File: config.mk
export PLATFORM = sky130hd
export DESIGN_NAME = hilo_muldiv_unit
export DESIGN_NICKNAME = d
export VERILOG_FILES = /design/src/rtl/hilo_muldiv_unit.sv
export SDC_FILE = /design/constraint.sdc
export NUM_CORES = 1
export LEC_CHECK = 0
export CAP_MARGIN = 20
export CORE_MARGIN = 5
export CORE_UTILIZATION = 31
export CTS_CLUSTER_SIZE = 40
export DETAILED_ROUTE_END_ITERATION = 6
export DONT_BUFFER_PORTS = 1
export PLACE_DENSITY = 0.44
export SKIP_LAST_GASP = 1
export SLEW_MARGIN = 20
export SYNTH_ARGS = -nofsm -noshare
export SYNTH_HDL_FRONTEND = slang
export SYNTH_SLANG_ARGS = --single-unit
File: constraint.sdc
create_clock -name clk -period 2.9 [get_ports clk]
set_input_delay 0.435 -clock clk [delete_from_list [all_inputs] [get_ports clk]]
set_output_delay 0.435 -clock clk [all_outputs]
set_load 0.02 [all_outputs]
File: src/rtl/hilo_muldiv_unit.sv
// HI/LO register unit: one-cycle MULT/MULTU/MTHI/MTLO writes, multi-cycle restoring DIV/DIVU.
// Latency: 1 cycle for mul/move ops; divide writes after XLEN/DIV_BPC+1 busy cycles (1 for divisor 0).
// Backpressure: busy is high while a divide runs; op_valid is ignored with no side effects while busy.
module hilo_muldiv_unit #(
    parameter int XLEN    = 32,
    parameter int DIV_BPC = 1
) (
    input  logic              clk,
    input  logic              rst_n,
    input  logic              op_valid,
    input  logic [2:0]        op,
    input  logic [XLEN-1:0]   rs_val,
    input  logic [XLEN-1:0]   rt_val,
    input  logic [2*XLEN-1:0] mul_z,
    output logic              busy,
    output logic              div_done,
    output logic              div_zero,
    output logic [XLEN-1:0]   hi,
    output logic [XLEN-1:0]   lo
);
    localparam int N  = XLEN / DIV_BPC;
    localparam int CW = $clog2(N + 1);

    localparam logic [2:0] OP_MULT  = 3'b000;
    localparam logic [2:0] OP_MULTU = 3'b001;
    localparam logic [2:0] OP_DIV   = 3'b010;
    localparam logic [2:0] OP_DIVU  = 3'b011;
    localparam logic [2:0] OP_MTHI  = 3'b100;
    localparam logic [2:0] OP_MTLO  = 3'b101;

    typedef enum logic [1:0] {IDLE, RUN, FIX} state_t;

    state_t            state, state_nxt;
    logic [CW-1:0]     cnt;
    logic [XLEN-1:0]   rem, quo, dvs;
    logic              q_neg, r_neg, dz;

    logic              accept, is_div, is_signed, rt_zero;
    logic [XLEN-1:0]   a_mag, b_mag;
    logic [2*XLEN-1:0] mulu;
    logic [XLEN:0]     trial;
    logic [XLEN-1:0]   rem_step, quo_step, q_fix, r_fix;

    assign accept    = op_valid && !busy;
    assign is_div    = accept && (op == OP_DIV || op == OP_DIVU);
    assign is_signed = (op == OP_DIV);
    assign rt_zero   = (rt_val == '0);
    assign a_mag     = (is_signed && rs_val[XLEN-1]) ? -rs_val : rs_val;
    assign b_mag     = (is_signed && rt_val[XLEN-1]) ? -rt_val : rt_val;
    assign q_fix     = q_neg ? -quo : quo;
    assign r_fix     = r_neg ? -rem : rem;

    // Signed product corrected to unsigned: add back the terms the sign bits subtracted.
    assign mulu = mul_z
                + (rs_val[XLEN-1] ? {rt_val, {XLEN{1'b0}}} : '0)
                + (rt_val[XLEN-1] ? {rs_val, {XLEN{1'b0}}} : '0);

    // DIV_BPC restoring steps chained combinationally; quo shifts the dividend out as quotient bits enter.
    always_comb begin
        rem_step = rem;
        quo_step = quo;
        trial    = '0;
        for (int k = 0; k < DIV_BPC; k++) begin
            trial    = {rem_step, quo_step[XLEN-1]};
            quo_step = {quo_step[XLEN-2:0], 1'b0};
            if (trial >= {1'b0, dvs}) begin
                trial       = trial - {1'b0, dvs};
                quo_step[0] = 1'b1;
            end
            rem_step = trial[XLEN-1:0];
        end
    end

    always_ff @(posedge clk or negedge rst_n) begin
        if (!rst_n) begin
            state <= IDLE;
        end else begin
            state <= state_nxt;
        end
    end

    always_comb begin
        state_nxt = state;
        busy      = 1'b0;
        case (state)
            IDLE: begin
                if (is_div) begin
                    state_nxt = rt_zero ? FIX : RUN;
                end
            end
            RUN: begin
                busy = 1'b1;
                if (cnt == CW'(N - 1)) begin
                    state_nxt = FIX;
                end
            end
            FIX: begin
                busy      = 1'b1;
                state_nxt = IDLE;
            end
            default: state_nxt = IDLE;
        endcase
    end

    always_ff @(posedge clk or negedge rst_n) begin
        if (!rst_n) begin
            hi       <= '0;
            lo       <= '0;
            div_done <= 1'b0;
            div_zero <= 1'b0;
            rem      <= '0;
            quo      <= '0;
            dvs      <= '0;
            q_neg    <= 1'b0;
            r_neg    <= 1'b0;
            dz       <= 1'b0;
            cnt      <= '0;
        end else begin
            div_done <= 1'b0;
            div_zero <= 1'b0;
            if (accept) begin
                case (op)
                    OP_MULT:  {hi, lo} <= mul_z;
                    OP_MULTU: {hi, lo} <= mulu;
                    OP_MTHI:  hi <= rs_val;
                    OP_MTLO:  lo <= rs_val;
                    OP_DIV, OP_DIVU: begin
                        // Zero divisor parks the raw dividend in rem so FIX can return it as HI.
                        quo   <= rt_zero ? '0 : a_mag;
                        rem   <= rt_zero ? rs_val : '0;
                        dvs   <= b_mag;
                        q_neg <= is_signed && (rs_val[XLEN-1] ^ rt_val[XLEN-1]);
                        r_neg <= is_signed && rs_val[XLEN-1];
                        dz    <= rt_zero;
                        cnt   <= '0;
                    end
                    default: ;
                endcase
            end
            if (state == RUN) begin
                rem <= rem_step;
                quo <= quo_step;
                cnt <= cnt + 1'b1;
            end
            if (state == FIX) begin
                div_done <= 1'b1;
                div_zero <= dz;
                if (dz) begin
                    lo <= '1;
                    hi <= rem;
                end else begin
                    lo <= q_fix;
                    hi <= r_fix;
                end
            end
        end
    end
endmodule

# --- After elaboration in Yosys (flattened, before gate mapping) ---
# Cells that the tools add are included.
totals:
  mem_bits_ro: 0
  regBits: 173
  out_inout_bits: 67
  wordCells: 88
  ram_bits: 0
  memories: 0
  latchBits: 0
  in_bits: 134
op_classes:
  n_lt_le_gt_ge: 1
  n_eq_ne: 10
  div_mod_pow: 0
  bitwise_logic: 1
  n_addsub: 8
  n_reduce_logical: 22
  n_mux: 34
  n_shift: 0
  n_mul: 0
ops:
  columns: ["cell", "count"]
  rows:
  - ["32-bit 2-to-1 mux", 19]
  - ["32-bit case mux with 3 select lines", 2]
  - ["64-bit adder", 2]
  - ["64-bit 2-to-1 mux", 2]
  - ["32-bit negation", 4]
  - ["33-bit by 32-bit greater-or-equal comparator with 1-bit output", 1]
  - ["32-bit logical NOT", 1]
  - ["32-bit subtractor", 1]
  - ["6-bit 2-to-1 mux", 3]
  - ["2-bit AND reduction", 5]
  - ["4-bit nonzero test", 2]
  - ["6-bit by 1-bit adder with 6-bit output, second input constant", 1]
  - ["3-bit by 2-bit == test with 1-bit output, second input constant", 2]
  - ["3-bit == test, second input constant", 2]
  - ["6-bit by 5-bit == test with 1-bit output, second input constant", 1]
  - ["2-bit 2-to-1 mux", 3]
  - ["2-bit nonzero test", 3]
  - ["1-bit logical AND", 5]
  - ["1-bit 2-to-1 mux", 4]
  - ["2-bit inequality test, second input constant", 2]
  - ["2-bit case mux with 2 select lines", 1]
  - ["2-bit OR reduction", 2]
  - ["3-bit by 1-bit == test with 1-bit output, second input constant", 1]
  - ["3-bit logical NOT", 1]
  - ["6 further kinds", 6]

# --- Longest topological paths before layout ---
# Gate-level depths: netlist of run 1.
logic_depth:
  word_depth: 8
  depth_mapped: 15
  ltp_nobuf: 13

# --- Worst setup path after synthesis of run 1 ---
# Ideal clock, no wire load.
synth_timing:
  path_kind: "input port to flip-flop"
  start: "in rs_val[31]"
  end: "reg hi[30]"
  cell_stages: 14
  required_time_ns: 2.777
  n_path_buf: 2
  setup_ns: 0.123
  t_arrival_ns: 3.820
  slack_ns: -1.043
  cell_sequence: "clkbuf_1 > clkbuf_1 > and2_1 > fa_1 > ha_1 > nand2_1 > or3b_2 > a2111oi_0 > o21ai_0 > a21oi_1 > a311o_1 > a31oi_1 > mux2i_1 > o221a_2"
synth_via:
  elab_chain_cells: 6
synth_rtl:
  columns: ["element", "line", "source"]
  rows:
  - ["from (decl)", "12", "input logic [XLEN-1:0] rs_val,"]
  - ["64-bit 2-to-1 mux", "55", "+ (rs_val[XLEN-1] ? {rt_val, {XLEN{1'b0}}} : '0)"]
  - ["64-bit adder", "55", null]
  - ["64-bit adder", "56", "+ (rt_val[XLEN-1] ? {rs_val, {XLEN{1'b0}}} : '0);"]
  - ["32-bit case mux with 3 select lines", "122", "case (op)"]
  - ["32-bit 2-to-1 mux", "121", "if (accept) begin"]
  - ["32-bit 2-to-1 mux", "145", "if (state == FIX) begin"]
  - ["to (signal assigned)", "123", "OP_MULT: {hi, lo} <= mul_z;"]
  - ["to (signal assigned)", "124", "OP_MULTU: {hi, lo} <= mulu;"]
  - ["to (signal assigned)", "125", "OP_MTHI: hi <= rs_val;"]
  - ["to (decl)", "18", "output logic [XLEN-1:0] hi,"]
# No other way between the ends. The select of a mux whose other input is x is not followed.
# A chain may end at the register's enable or synchronous reset.

# --- Worst setup path after layout of run 1 ---
layout_timing:
  start: "in rs_val[31]"
  end: "reg hi[28]"
# The elaborated chain is that of the path after synthesis.

==> metrics.csv, run 1 <==
metric;value;unit
P&R area growth vs syn;25.59;%
Placer Congestion;0.8982;
initial antenna violation count;6;
final design area excluding fillers;19490;sq um
TritonCTS clock tree;built;
Clock transition at path regs;0.08;ns
Peak VDD IR;588.1;uV
fin crit share;103.2;%
GR Overflow Total;0;
CP endpoint kind;flop;
GRT Total Usage;24.93;%
Post-route DRC;0;
Min Clock Period, post-route;2.993;ns
skew final;0.01299;ns
number of CTS-inserted buffers;17;
final slew viol count;0;
critical path, cell by cell;and2_4, fa_1, ha_4, nand2_2, or3b_4, buf_4, a21oi_4, o311ai_4, o21ai_2, nand2_2, o22ai_2, mux2_4, o31a_1;
Pre-Repair DR Iteration Count;5;
Startpoint Class;input pin;
DP Area;18290;sq um
crit path to;hi[28];
Seq cells post-synth;173;
slowest CP cell;fa_1;
unrepaired setup endpoints after global routing;yes;
fin util;39.10;%
crit path max fanout;38;
number of I/O pins;201;
ANT nets after route;0;
Clock Latency Late Sink;0.50;ns
Sink Count;173;
CORE AREA;49860;sq um
# placed instances;2734;
DR iter-0 viols;1217;
Syn Nets;2147;
PwrDens;1114;nW/um^2
die area;54650;sq um
Layout Cells excl Fill;2787;
starting density of the core;31.13;%
post-synthesis sequential area ratio;27.89;%
most frequent CP cell;nand2_2;
critical path startpoint;rs_val[31];
status;finished with violations;
worst setup path class;in -> reg;
failing checks;hold timing, setup timing;
total of max-cap violations;0;
post-detail-place hpwl;53100;um
largest net degree at the start of global routing;174;
r2r worst-path depth;7;
Max Clk Rate;334.1;MHz
Die W;233.8;um
mux contribution to synthesized area;4.022;%
largest family of logic cells by synthesized area;compound AO/OA/AOI/OAI gates;
filler cell count;5220;
setup TNS;-0.2450;ns
Async S/R FF share, synth;100.0;%
nets@finish;2337;
Final Hold Vio Count;173;
mean post-synth cell area;8.131;sq um
post-synthesis adder-cell area fraction;9.979;%
Vias/cell;5.509;
clk buf depth;2;
Worst R2R End;lo[31];
Die Span Y;233.8;um
Hold Crit Class;in -> async;
vias;15350;
CP peak stage delay;0.50;ns
Avg WL per Cell;24.74;um
crit path DAT;3.39;ns
EDFF count, synth;0;
final WL;68960;um
Syn Inst Count;1909;
Slew headroom;45.34;%
Synth cell types;67;
Post-synth top flop;dfrtp_1;
PortBufs;0;
Synth Area in Simple Gates;19.07;%
Synth Cell Area;15520;sq um
Yosys Warn Count;0;
CP required;3.29;ns
hold slack final;-0.3806;ns
Worst R2R Start;quo[18];
final setup vio count;4;
compound-cell area share of the yosys netlist;24.84;%
Post-Synth XOR/XNOR Area;9.649;%
cell row count;82;
Leak;8.372;nW
CTS H-tree depth;4;
Worst-Margin Slew;0.8199;ns
global-route wire length before repair;101200;um
setup ws final;-0.09338;ns
share of post-route cells with drive strength above 1;20.55;%
reg2reg setup slack;0;ns
vias in the first global route;15330;
CTS root buf;clkbuf_16;
cell usage after synthesis, types with 12 or more instances:
cell type  number  area, sq um
o21ai_0       167        835.8
or3_1          21        131.4
nand4_1        13        81.33
a211oi_1       82        615.6
dfrtp_1       173         4329
a21o_1         21        157.7
nor3_1         56        280.3
fa_1           33        660.6
xor2_1         96        840.8
inv_1          66        247.7
xnor2_1        75        656.9
nor2_1        118        442.9
o41ai_1        12        105.1
and3_1         40        250.2
o31ai_1        26        195.2
a22oi_1        17        127.6
a221oi_1       25        219.0
mux2i_1        59        590.6
nand2_1       176        660.6
nand3_1        22        110.1
nor2b_1        15        93.84
clkbuf_1      104        390.4
ha_1           71        888.4
nand2b_1       20        125.1
and2_1         73        456.7
a21oi_1       194        970.9
registers in the layout, summed over array words and instances, names as in the netlist:
| name | flops |
|---|---|
| cnt | 6 |
| div_done | 1 |
| div_zero | 1 |
| dvs | 32 |
| dz | 1 |
| hi | 32 |
| lo | 32 |
| q_neg | 1 |
| quo | 32 |
| r_neg | 1 |
| rem | 32 |
| state | 2 |
timing repair:
| action | in CTS | in global routing |
|---|---|---|
| endpoints found under the setup margin | 40 | 47 |
| endpoints found under the hold margin | 173 | 173 |
| setup buffers | 2 | 17 |
| pin swaps | 15 | 39 |
| gates resized for setup | 31 | 62 |
worst max-delay path: cells and delay by family:
family / cells / cell delay, ns
AND/OR/NAND/NOR: 4 / 0.73
adder cells (fa/ha/maj): 2 / 0.81
multiplexers: 1 / 0.31
buffers and inverters: 1 / 0.16
AO/OA/AOI/OAI: 5 / 0.92
area by class of cell:
type	count	area, sq um	share of cell area [%]
Inverter	66	250.2	1.284
Clock buffer	17	425.4	2.182
Clock inverter	15	200.2	1.027
Timing Repair Buffer	291	2346	12.03
Antenna cell	3	7.507	0.03851
Tap cell	672	840.8	4.313
Multi-Input combinational cell	1550	11100	56.92
Sequential cell	173	4329	22.21
cells by family (layout without fill, tap and decap cells):
family | count (synthesis) | in the layout
AOI/OAI and AO/OA | 619 | 619
xor gates and xnor gates | 171 | 171
adders and majority gates | 104 | 104
buffers and inverters | 186 | 389
DFF | 173 | 173
muxes | 62 | 62
other | 0 | 3
and+or+nand+nor | 594 | 594
stage by stage:
| step | setup WS, ns | power, W |
|---|---|---|
| after global routing | -0.1813 | 0.02337 |
| after CTS | -0.03087 | 0.02115 |
| after detailed placement | -0.6793 | 0.01827 |
| after floorplan | -0.6224 | 0.01307 |
| after global placement | -0.6708 | 0.01822 |
| final | -0.09338 | 0.02171 |
power breakdown:
part           internal, W  switching (W)  leakage, nW
Combinational      0.00650        0.00740         6.01
Clock              0.00132        0.00126        0.295
Sequential         0.00363        0.00161         2.07
worst min path at each step:
stage	from	end	slack [ns]	depth (start not counted)
6_report	rst_n	lo[23]	-0.38	0
3_5_place_dp	rst_n	lo[21]	0.15	0
5_1_grt	rst_n	lo[20]	-0.40	0
2_1_floorplan	rst_n	cnt[0]	0.14	0
4_1_cts	rst_n	lo[29]	-0.41	0
3_3_place_gp	rst_n	lo[21]	0.15	0
cells in the final DEF (no fill, tap or decap), types with 13 or more instances in the layout:
cell type / synthesis / layout
a21o_1: 21 / 21
nor2_1: 118 / 115
xor2_1: 96 / 96
a21oi_1: 194 / 181
o21ai_0: 167 / 140
fa_1: 33 / 31
nor3_1: 56 / 54
o21ai_1: 1 / 18
a211oi_1: 82 / 78
nand2_1: 176 / 173
ha_1: 71 / 55
ha_4: 0 / 13
nand4_1: 13 / 13
a22oi_1: 17 / 17
clkbuf_16: 0 / 17
and3_1: 40 / 36
o31ai_1: 26 / 23
buf_4: 0 / 277
and2_1: 73 / 69
dfrtp_1: 173 / 173
or3_1: 21 / 18
mux2i_1: 59 / 59
xnor2_1: 75 / 73
nand2b_1: 20 / 19
nand3_1: 22 / 20
a221oi_1: 25 / 24
inv_1: 66 / 65
layer usage:
metal / track usage (%) / wire length (um) / up-vias
li1: - / - / 7238
met1: 32.02 / 29110 / 7587
met2: 41.34 / 32590 / 459
met3: 7.059 / 5940 / 65
met4: 6.698 / 1304 / 4
met5: 0 / 24 / -
Note: power is estimated with default switching activity, not from simulation.
==> run 2: changes to the inputs <==
--- a/config.mk
+++ b/config.mk
@@ -6,8 +6,8 @@
 export NUM_CORES = 1
 export LEC_CHECK = 0
 export CAP_MARGIN = 20
-export CORE_MARGIN = 5
 export CORE_UTILIZATION = 31
+export CTS_BUF_LIST = sky130_fd_sc_hd__clkbuf_2 sky130_fd_sc_hd__clkbuf_4 sky130_fd_sc_hd__clkbuf_8
 export CTS_CLUSTER_SIZE = 40
 export DETAILED_ROUTE_END_ITERATION = 6
 export DONT_BUFFER_PORTS = 1
==> run 2 against run 1 <==
Maximum frequency is 3.4% higher. First-iteration DRC count is 15% lower. Cell area is 2.0% lower. Clock power is 20% lower. Via count is 1.5% lower. Count of clock-buffer cells in the layout is 5 higher. The flow finishes with violations (hold timing). Die area is 6.7% lower. Cell count is 1.0% lower.
==> metrics.csv, run 2 (synthesis results as in run 1) <==
metric;value;unit;change
routing usage on met3;6.948;%;-0.11 points
crit path max fanout;3;;-92%
Worst-Margin Slew;1.095;ns;+0.2749 ns
Pre-Repair DR Iteration Count;5;;unchanged
P&R area growth vs syn;23.05;%;
largest net degree at the start of global routing;174;;unchanged
CTS H-tree depth;4;;unchanged
critical path, cell by cell;or4_4, or4_4, or3_4, or4_4, o31ai_4, xnor2_1, a21oi_1;;
quantity of hold-fixing buffers added after cts;6;;
Leak;8.175;nW;-2.4%
Placer Congestion;0.8923;;-0.66%
Clock transition at path regs;0.12;ns;+0.04 ns
r2r worst-path depth;7;;unchanged
skew final;0.02421;ns;+0.01122 ns
final total power;0.02107;W;-3.0%
Startpoint Class;flop;;
PwrDens;1103;nW/um^2;-0.96%
Max Clk Rate;345.6;MHz;+3.4%
die area;50970;sq um;-6.7%
crit path DAT;3.36;ns;-0.03 ns
Layout Cells excl Fill;2759;;-1.0%
most frequent CP cell;or4_4;;
ANT nets after route;0;;unchanged
fin crit share;99.79;%;-3.4 points
initial antenna violation count;8;;+2
final setup vio count;0;;-4
hold slack final;-0.4773;ns;-0.09671 ns
Post-route DRC;0;;unchanged
Slew headroom;27.01;%;-18 points
Hold Crit Class;in -> async;;
vias in the first global route;15470;;+0.87%
post-detail-place hpwl;49070;um;-7.6%
TritonCTS clock tree;built;;
share of post-route cells with drive strength above 1;19.23;%;-1.3 points
status;finished with violations;;
DR iter-0 viols;1039;;-15%
CP peak stage delay;0.54;ns;+0.04 ns
number of I/O pins;201;;unchanged
most common cell after layout, fill and taps aside;buf_4;;
worst setup path class;reg -> reg;;
Die W;225.8;um;-3.4%
Min Clock Period, post-route;2.894;ns;-0.09955 ns
Sink Count;173;;unchanged
Clock Latency Late Sink;0.60;ns;+0.10 ns
# placed instances;2704;;-1.1%
Worst R2R Start;quo[18];;
global-route wire length before repair;97300;um;-3.9%
most frequent cells in the layout;buf_4, a21oi_1, nand2_1, dfrtp_1, o21ai_0;;
unrepaired setup endpoints after global routing;yes;;
final slew viol count;0;;unchanged
final WL;65550;um;-5.0%
nets@finish;2316;;-0.90%
CORE AREA;49150;sq um;-1.4%
Peak VDD IR;582.4;uV;-0.96%
Worst R2R End;lo[31];;
Final Hold Vio Count;173;;unchanged
cell row count;81;;-1.2%
failing checks;hold timing;;
global routing met2 resource utilization;44.93;%;+3.6 points
number of CTS-inserted buffers;17;;unchanged
vias;15120;;-1.5%
crit path to;lo[31];;
Die Span Y;225.8;um;-3.4%
GR Layer Usage met1;31.36;%;-0.66 points
slowest CP cell;or4_4;;
PortBufs;0;;unchanged
CTS root buf;clkbuf_8;;
CP endpoint kind;flop;;
GRT Total Usage;26.06;%;+1.1 points
clk buf depth;2;;unchanged
CP required;3.36;ns;+0.07 ns
setup ws final;0.006167;ns;+0.09955 ns
total of max-cap violations;0;;unchanged
starting density of the core;31.58;%;+0.45 points
Vias/cell;5.480;;-0.52%
Avg WL per Cell;23.76;um;-4.0%
busiest grt layer;met2;;
fin util;38.86;%;-0.24 points
reg2reg setup slack;0.006;ns;about the same
critical path startpoint;quo[18];;
Setup WS pre-CTS;-0.7232;ns;-0.04384 ns
GR Overflow Total;0;;unchanged
## run 2: cell types whose count changed in the layout (fill, tap and decap cells not counted), moves of 4 or more
cell           before  now
clkbuf_8            0   20
a211oi_2            3    7
o21ai_1            18   14
dlygate4sd3_1       0    6
buf_4             277  249
o21ai_0           140  144
a21oi_1           181  187
a21oi_2            10    6
clkbuf_16          17    2
## run 2: area by class of cell
type / instances / area, sq um
antenna: 4 / 10.01
clock buffer: 22 / 290.3
clock inverter: 10 / 152.6
fill: 5138 / 30050
inverter: 66 / 247.7
multi-input combinational: 1550 / 11020
sequential: 173 / 4329
tap: 664 / 830.8
timing repair buffer: 270 / 2222
## run 2: critical path: cells and delay by family, from the launching register on
| family | cells | cell delay (ns) |
|---|---|---|
| compound gates | 2 | 0.36 |
| xor+xnor | 1 | 0.19 |
| flops | 1 | 0.39 |
| simple gates | 4 | 1.84 |
## run 2: metal layers
| metal | part of all wire (%) | vias up |
|---|---|---|
| met5 | 0 | - |
| met4 | 2.4 | 0 |
| met3 | 6.9 | 70 |
| met2 | 49 | 375 |
| met1 | 42 | 7461 |
| li1 | - | 7214 |
## run 2: metrics by stage
stage | area, sq um | setup TNS, ns | hold slack [ns]
4_1_cts | 18670 | -0.01377 | -0.5306
6_report | 19100 | 0 | -0.4773
3_3_place_gp | 18100 | -18.52 | 0.1440
2_1_floorplan | 15690 | -7.197 | 0.1394
3_5_place_dp | 18100 | -18.14 | 0.1431
5_1_grt | 19090 | -0.1141 | -0.5134
## run 2: power breakdown
| group | internal [W] | switching, W |
|---|---|---|
| Sequential | 0.00363 | 0.00157 |
| Combinational | 0.00651 | 0.00731 |
| Clock | 0.000954 | 0.00109 |
## run 2: how the worst min path moves through the flow
stage | startpoint | to | slack, ns | depth (start not counted)
floorplan | rst_n | cnt[0] | 0.14 | 0
global placement | rst_n | lo[23] | 0.14 | 0
detailed placement | rst_n | lo[23] | 0.14 | 0
CTS | rst_n | quo[28] | -0.53 | 0
global route | rst_n | quo[28] | -0.51 | 0
finish | rst_n | hi[29] | -0.48 | 0
## run 2: timing repair
action                                  in CTS  in global routing
gates cloned                                 0                  2
resized for setup                           19                 55
endpoints found under the setup margin      36                 44
hold endpoints to repair                   179                173
pin swaps                                    1                 21
setup buffers                                1                 10
